==> src/rtl/vital_alarm_detect.sv <==
// vital_alarm_detect: qualifies sampled vitals against fixed limits, debounces
// violations into alarm episodes and flags episodes that start soon after the
// previous one ended (history).
// Optional SpO2 channel: define VITAL_SPO2_EN to enable it.
module vital_alarm_detect #(
    parameter int unsigned HR_MIN   = 50,
    parameter int unsigned HR_MAX   = 120,
    parameter int unsigned SPO2_MIN = 90,
    parameter int unsigned PERSIST  = 3,
    parameter int unsigned HIST_WIN = 16
) (
    input  logic       clk,
    input  logic       rst,
    input  logic       sw,
    input  logic       clear0,
    input  logic       sample_valid,
    input  logic [7:0] hr,
    input  logic [6:0] spo2,
    output logic       alarm,
    output logic       history,
    output logic [1:0] alarm_code
);

    localparam int unsigned HR_W  = 8;
    localparam int unsigned SP_W  = 7;
    localparam int unsigned CNT_W = 4;
    localparam int unsigned WIN_W = 8;

    typedef enum logic [2:0] {
        IDLE    = 3'd0,
        MONITOR = 3'd1,
        PENDING = 3'd2,
        ALARMED = 3'd3,
        RECOVER = 3'd4
    } state_t;

    state_t             state, state_nxt;
    logic [CNT_W-1:0]   cnt, cnt_nxt;
    logic [WIN_W-1:0]   win, win_nxt;
    logic               recent, recent_nxt;
    logic               history_nxt;
    logic               alarm_nxt;
    logic [1:0]         code_nxt;

    logic               v_hr;
    logic               v_sp;
    logic               viol;
    logic [CNT_W-1:0]   cnt_inc;
    logic [WIN_W-1:0]   win_inc;

    assign v_hr = (hr < HR_W'(HR_MIN)) || (hr > HR_W'(HR_MAX));
`ifdef VITAL_SPO2_EN
    assign v_sp = (spo2 < SP_W'(SPO2_MIN));
`else
    // SpO2 channel disabled: port and limit intentionally unused
    logic unused_spo2;
    assign unused_spo2 = &{1'b0, spo2, SP_W'(SPO2_MIN)};
    assign v_sp = 1'b0;
`endif
    assign viol    = v_hr | v_sp;
    assign cnt_inc = cnt + CNT_W'(1);
    assign win_inc = win + WIN_W'(1);

    // Next-state, run counter, repeat window and output register logic
    always_comb begin
        state_nxt   = state;
        cnt_nxt     = cnt;
        win_nxt     = win;
        recent_nxt  = recent;
        history_nxt = history;
        code_nxt    = alarm_code;

        if (!sw) begin
            state_nxt   = IDLE;
            cnt_nxt     = '0;
            win_nxt     = '0;
            recent_nxt  = 1'b0;
            history_nxt = 1'b0;
            code_nxt    = 2'b00;
        end else begin
            case (state)
                IDLE: begin
                    state_nxt = MONITOR;
                end
                MONITOR: begin
                    if (sample_valid && viol) begin
                        cnt_nxt   = CNT_W'(1);
                        state_nxt = (PERSIST == 1) ? ALARMED : PENDING;
                    end
                end
                PENDING: begin
                    if (sample_valid) begin
                        if (viol) begin
                            cnt_nxt = cnt_inc;
                            if (cnt_inc == CNT_W'(PERSIST)) begin
                                state_nxt = ALARMED;
                            end
                        end else begin
                            cnt_nxt   = '0;
                            state_nxt = MONITOR;
                        end
                    end
                end
                ALARMED: begin
                    if (sample_valid) begin
                        if (!viol) begin
                            cnt_nxt   = CNT_W'(1);
                            state_nxt = (PERSIST == 1) ? MONITOR : RECOVER;
                        end else begin
                            cnt_nxt = '0;
                        end
                    end
                end
                RECOVER: begin
                    if (sample_valid) begin
                        if (!viol) begin
                            cnt_nxt = cnt_inc;
                            if (cnt_inc == CNT_W'(PERSIST)) begin
                                state_nxt = MONITOR;
                            end
                        end else begin
                            cnt_nxt   = '0;
                            state_nxt = ALARMED;
                        end
                    end
                end
                default: begin
                    state_nxt = IDLE;
                    cnt_nxt   = '0;
                end
            endcase

            // Episode end opens the repeat window; samples outside an episode age it
            if ((state_nxt == MONITOR) && ((state == ALARMED) || (state == RECOVER))) begin
                win_nxt    = '0;
                recent_nxt = 1'b1;
            end else if (sample_valid && recent && ((state == MONITOR) || (state == PENDING))) begin
                win_nxt = win_inc;
                if (win_inc == WIN_W'(HIST_WIN)) begin
                    recent_nxt = 1'b0;
                end
            end

            // A new episode inside the window is a repeat; an expiring window
            // outside an episode retires the flag
            if ((state_nxt == ALARMED) && ((state == MONITOR) || (state == PENDING))) begin
                if (recent) begin
                    history_nxt = 1'b1;
                end
            end else if (recent && !recent_nxt &&
                         (state != ALARMED) && (state != RECOVER)) begin
                history_nxt = 1'b0;
            end

            if (clear0) begin
                history_nxt = 1'b0;
                recent_nxt  = 1'b0;
            end

            if (sample_valid && (state != IDLE)) begin
                code_nxt = {v_sp, v_hr};
            end
        end

        alarm_nxt = (state_nxt == ALARMED) || (state_nxt == RECOVER);
    end

    // State and output registers with synchronous reset
    always_ff @(posedge clk) begin
        if (rst) begin
            state      <= IDLE;
            cnt        <= '0;
            win        <= '0;
            recent     <= 1'b0;
            history    <= 1'b0;
            alarm      <= 1'b0;
            alarm_code <= 2'b00;
        end else begin
            state      <= state_nxt;
            cnt        <= cnt_nxt;
            win        <= win_nxt;
            recent     <= recent_nxt;
            history    <= history_nxt;
            alarm      <= alarm_nxt;
            alarm_code <= code_nxt;
        end
    end

endmodule

==> config.mk <==
export PLATFORM = sky130hd
export DESIGN_NAME = vital_alarm_detect
export DESIGN_NICKNAME = d
export VERILOG_FILES = /design/src/rtl/vital_alarm_detect.sv
export SDC_FILE = /design/constraint.sdc
export NUM_CORES = 1
export LEC_CHECK = 0
export BUFFER_PORTS_ARGS = -buffer_cell sky130_fd_sc_hd__clkbuf_2
export CAP_MARGIN = 20
export CORE_MARGIN = 2
export CORE_UTILIZATION = 45
export CTS_CLUSTER_SIZE = 25
export DETAILED_ROUTE_END_ITERATION = 10
export PLACE_DENSITY = 0.69
export SETUP_SLACK_MARGIN = 0.4
export SLEW_MARGIN = 40
export SYNTH_ARGS = -nofsm -noshare
export SYNTH_HDL_FRONTEND = slang
export SYNTH_SLANG_ARGS = --single-unit
==> constraint.sdc <==
create_clock -name clk -period 2.75 [get_ports clk]
set_input_delay 0.275 -clock clk [delete_from_list [all_inputs] [get_ports clk]]
set_output_delay 0.275 -clock clk [all_outputs]
set_load 0.01 [all_outputs]
Word level (Yosys, flattened, before mapping)
Cells that the tools add are included.

Add/sub/neg operators: 2. Multiply operators: 0. Divide/modulo/power cells: 0. Order comparisons: 2. Equality and inequality tests: 17. Shifts and indexed selects: 0. Mux-type cells: 27. Bitwise gates (word level): 2. Reductions and logical operators: 22.

Operators by type and width (count): 3-bit 2-to-1 mux (11); 4-bit 2-to-1 mux (6); 4-bit case mux with 5 select lines (1); 3-bit case mux with 5 select lines (1); 3-bit by 2-bit == test with 1-bit output, second input constant (4); 2-bit != test, second input constant (5); 1-bit logical AND (9); 8-bit by 1-bit adder with 8-bit output, second input constant (1); 8-bit by 5-bit == test with 1-bit output, second input constant (1); 8-bit by 7-bit greater-than comparator with 1-bit output, second input constant (1); 8-bit by 6-bit < comparator with 1-bit output, second input constant (1); 1-bit 2-to-1 mux (8); 3-bit by 1-bit == test with 1-bit output, second input constant (2); 3-bit == test, second input constant (2); 3-bit OR reduction (2); 5-bit AND reduction (1); 4-bit by 1-bit adder with 4-bit output, second input constant (1); 4-bit by 2-bit == test with 1-bit output, second input constant (1); 1-bit logical OR (4); 3-bit logical NOT (1); 3-bit by 2-bit != test with 1-bit output, second input constant (1); 3-bit != test, second input constant (1); 3-bit nonzero test (1); 1-bit NOT (2); 4 further kinds (4).

Register bits: 19. Latch bits: 0. RAM bits: 0. Memory bits (read-only): 0. Input bits: 20. Output and inout port bits: 4. Word-level logic and storage cells: 79. Memories kept: 0.

Logic depth before layout (Yosys ltp)
Depth after elaboration: 17. Mapped depth: 7. Mapped depth without buffers: 7.

Worst setup path after synthesis
No wires, ideal clock.

Path type: register to register. Start point: register cnt[0]. End point: register win[0]. Setup time: 133 ps. Arrival: 1556 ps. Required time: 2617 ps. Setup slack: 1061 ps. Cell stages (with the launch flop): 7. Period minus slack after synthesis: 1689 ps. Path through: dfxtp_1 > ha_1 > nor4b_1 > a31o_2 > o211ai_1 > a221oi_4 > nor3_1.

Cells in the longest elaborated chain, start to end: 10. Elaborated cells between the ends (all ways): 13. Classes of those cells: add/sub: 1; eq/ne: 2; mux: 8; reduce/logical: 2.

RTL lines: start, declared (line 38) `logic [CNT_W-1:0] cnt, cnt_nxt;`; start signal, assigned (line 180) `cnt <= cnt_nxt;`; 4-bit by 1-bit adder with 4-bit output * (line 61) `assign cnt_inc = cnt + CNT_W'(1);`; 4-bit by 2-bit == test with 1-bit output * (line 95, 118); 3-bit 2-to-1 mux (on tied branches) (line 118, 95); 3-bit 2-to-1 mux (on tied branches) (line 116, 93); 3-bit 2-to-1 mux (on tied branches) (line 115, 92); 3-bit case mux with 5 select lines * (line 81) `case (state)`; 3-bit 2-to-1 mux * (line 73) `if (!sw) begin`; 3-bit by 1-bit == test with 1-bit output * (line 134) `if ((state_nxt == MONITOR) && ((state == ALARMED) || (state == RECOVER))) begin`; 1-bit logical AND * (line 134); 3-bit OR reduction (no source line) *; end signal, assigned (line 181) `win <= win_nxt;`; end, declared (line 39) `logic [WIN_W-1:0] win, win_nxt;`.

Every way passes the cells marked *; elsewhere a longest branch is shown, timed or not. The select of a mux whose other input is x is not followed. A chain may end at the register's enable or synchronous reset.

Worst setup path in the final report
Same ends and word-level chain as after synthesis.

==> impl_results.md <==
* Final setup margin at 0.6247 ns
* Period utilization at 77.28%
* Fillers at 299
* Post-synth EDFFs at 0
* Syn Area/Cell at 8.522 µm²
* Clock latency on the worst-skew pair at ~0.32 ns
* Main flop type after synthesis: dfxtp_1
* Post-synth ARST share at 0%
* Global Route met3 Usage at about 2.6%
* Port bufs at 15
* Vias per cell at 6.330
* H-tree depth at 1
* First-pass GRT wire length at 5.347 mm
* Global Route Usage Sum at approximately a fifth
* N_diodes at 0
* Cells after Synth at 164
* Grt met2 use at 32.30%
* Setup Buffers After CTS at 0
* I/O pin total at 24
* Dominant cell type by area after synthesis: dfxtp_1
* Fin Setup TNS at 0 ns
* Chip Width at 59.73 µm
* Area Growth Syn to Fin at 8.057%
* CP Data Required Time at 2.95 ns
* WS Path Type: reg -> reg
* FMAX at 470.5 MHz
* Die footprint at 3568 µm²
* Routed via count at around 1300
* Worst slew margin at 63.08%
* Crit path largest cell delay at 0.44 ns
* Largest net degree at the start of global routing at 21
* Area contributors post-synth: dfxtp_1 27%, nand4_1 4.0%, xnor2_1 3.8%, a21oi_1 3.2%, nor3_1 3.2%
* Final ANT Viol Nets at 0
* Max_cap viols at 0
* Met1 usage at 25.63%
* Crit-path cells: ha_1 -> nor4b_1 -> a31o_2 -> o211ai_1 -> a221oi_4 -> nor3_1
* Worst Path Max Fanout at 8
* Routed wire length at 3.120 mm
* Initial antenna violation count at 0
* DR WL/cell at 14.93 µm
* Hpwl dp at around 2.3 mm
* CTS tree: yes
* Post-synthesis register bit count at 19
* Slew @ Worst Pin at 0.5531 ns
* Class of the worst hold path: in -> reg
* Die Height at 59.73 µm
* Area of the core at between 3000 and 4000 µm²
* Total grt overflow at 0
* Setup violators final at 0
* Hold_buf cts at 0
* Ys Warns at 0
* Root buffer cell: clkbuf_4
* Leakage at between 0.0005 and 0.0006 µW
* Part of the power in the clock network at 30.3%
* Cell Int Power at 360.3 µW
* Max-slew violations at 0
* Sequential area share after synthesis at 27.22%
* Final hold violation count at 0
* Synth Net Count at 187
* Gpl congestion at 0.8261
* Clock Skew at 0.003783 ns
* Synth Cell Area at 1398 µm²
* DRC at 0
* Seq pwr share at 55.4%
* Crit path launch type: flop
* Post-place setup slack at 0.6836 ns
* DRT Pass-1 Iters at 4
* Busiest grt layer: met2
* CTS buffer count at 3
* Share of cells above drive strength 1 at 19.32%
* RSZ-0062 raised after global routing: false
* Starting Density at a little under half
* Vias in the first global route at 1213
* Status: completed
* 1st-iter DRT viols at a little over 60
* # nets final at 200
* Min cycle time layout at approximately 2.1 ns
* PD cells at around 340 nW/µm²
* WP data arrival at 2.32 ns
* FP Rows at 20
* Comb power frac at 14.2%
* Clk pin slew, worst setup/hold paths at 0.12 ns
* NetSw at around 150 µW
* Peak VDD IR at 0.0003111 V
* Switching share of power at 29.29%
* Post-synth cell types at 58
* Resized Gates After CTS at 0
* Synth top area share at around 27%
* # clock sinks at 19
* CP endpoint kind: flop
* Crit-path slowest cell: nor4b_1
* Clk buf depth at 2
-- sequential cells by signal, summed over array words and instances, names as in the netlist --
| register | flops |
|---|---|
| alarm | 1 |
| recent | 1 |
| alarm_code | 1 |
| win | 8 |
| history | 1 |
| cnt | 4 |
| state | 3 |
-- placed cells by master, fill, tap and decap left out, types with 3 or more instances in the layout --
cell type  count
inv_1          8
o21ai_0        4
clkbuf_4       3
nand4_1        9
nand2_1       10
clkbuf_2      15
and3_1         4
dfxtp_1       19
xnor2_1        6
a22oi_1        4
buf_4          3
nor2_1        10
nand3_1        3
ha_1           3
xor2_1         4
nor2b_1        3
a21oi_1        9
nor3_1         9
a31oi_1        4
-- layout make-up --
type                       count  area, µm²  area share [%]
timing repair buffer          18      97.59           6.462
multi-input combinational    127      933.4           61.81
clock buffer                   3      22.52           1.491
inverter                       8      30.03           1.988
clock inverter                 1      5.005          0.3314
sequential                    19      380.4           25.19
tap                           33      41.29           2.734
-- final timing paths --
kind                 startpoint             to  slack [ns]  cells past startpoint
setup / recovery         cnt[0]         win[0]        0.62                      6
hold / removal           clear0         recent        0.18                      2
setup reg to reg         cnt[0]         win[0]        0.62                      6
hold reg to reg   alarm_code[0]  alarm_code[0]        0.51                      2
-- Yosys cell counts, types with 2 or more instances --
master,number
o22ai_1,2
nand4_1,9
nor3_1,9
xnor2_1,6
xor2_1,4
nand3_1,3
nand2_1,10
o21ai_0,4
nor2_1,10
a211oi_1,2
inv_1,8
or3_1,2
mux2i_1,2
and4_1,2
nor2b_1,3
a21oi_1,9
clkbuf_1,3
dfxtp_1,19
and3_1,4
a22oi_1,4
ha_1,3
a31oi_1,4
a21o_1,2
nor4_1,2
nor3b_1,2
buf_2,3
nand3b_1,2
-- cell families after synthesis --
| kind of cell | after synthesis | synth area share [%] |
|---|---|---|
| XOR/XNOR | 10 | 6.266 |
| other | 1 | 0.2683 |
| AO/OA/AOI/OAI | 44 | 26.77 |
| adder cells (fa/ha/maj) | 3 | 2.686 |
| AND/OR/NAND/NOR | 65 | 26.95 |
| flip-flops | 19 | 27.22 |
| buffers and inverters | 18 | 5.997 |
| multiplexers | 4 | 3.849 |
-- per-stage QoR --
stage	instances	util, %	hold WS (ns)	total power, µW	cell area, µm²
floorplan	164	-	0.3960	341.5	1398
detailed placement	205	49.38	0.4976	360.7	1483
global placement	205	49.38	0.4871	358.8	1483
global route	209	50.29	0.1804	538.2	1510
finish	209	50.29	0.1836	509.6	1510
CTS	209	50.29	0.1736	516.5	1510
-- worst max-delay path: cells and delay by family (launching register included) --
kind | cells | cell delay [ns]
AOI/OAI and AO/OA | 3 | 0.77
adders and majority gates | 1 | 0.29
DFF | 1 | 0.40
and+or+nand+nor | 2 | 0.54
-- routing by layer --
metal	routed length, µm	share of wire [%]
met5	0	0
met4	56	1.8
met3	159	5.1
met2	1526	49
met1	1378	44
-- power groups by stage --
stage	sequential [µW]	clock, µW	combinational (µW)
CTS	282	162	72.3
floorplan	285	0	56.1
global placement	288	0	70.5
finish	282	155	72.5
detailed placement	288	0	72.2
global route	283	174	81.1
Note: power is estimated with default switching activity, not from simulation.
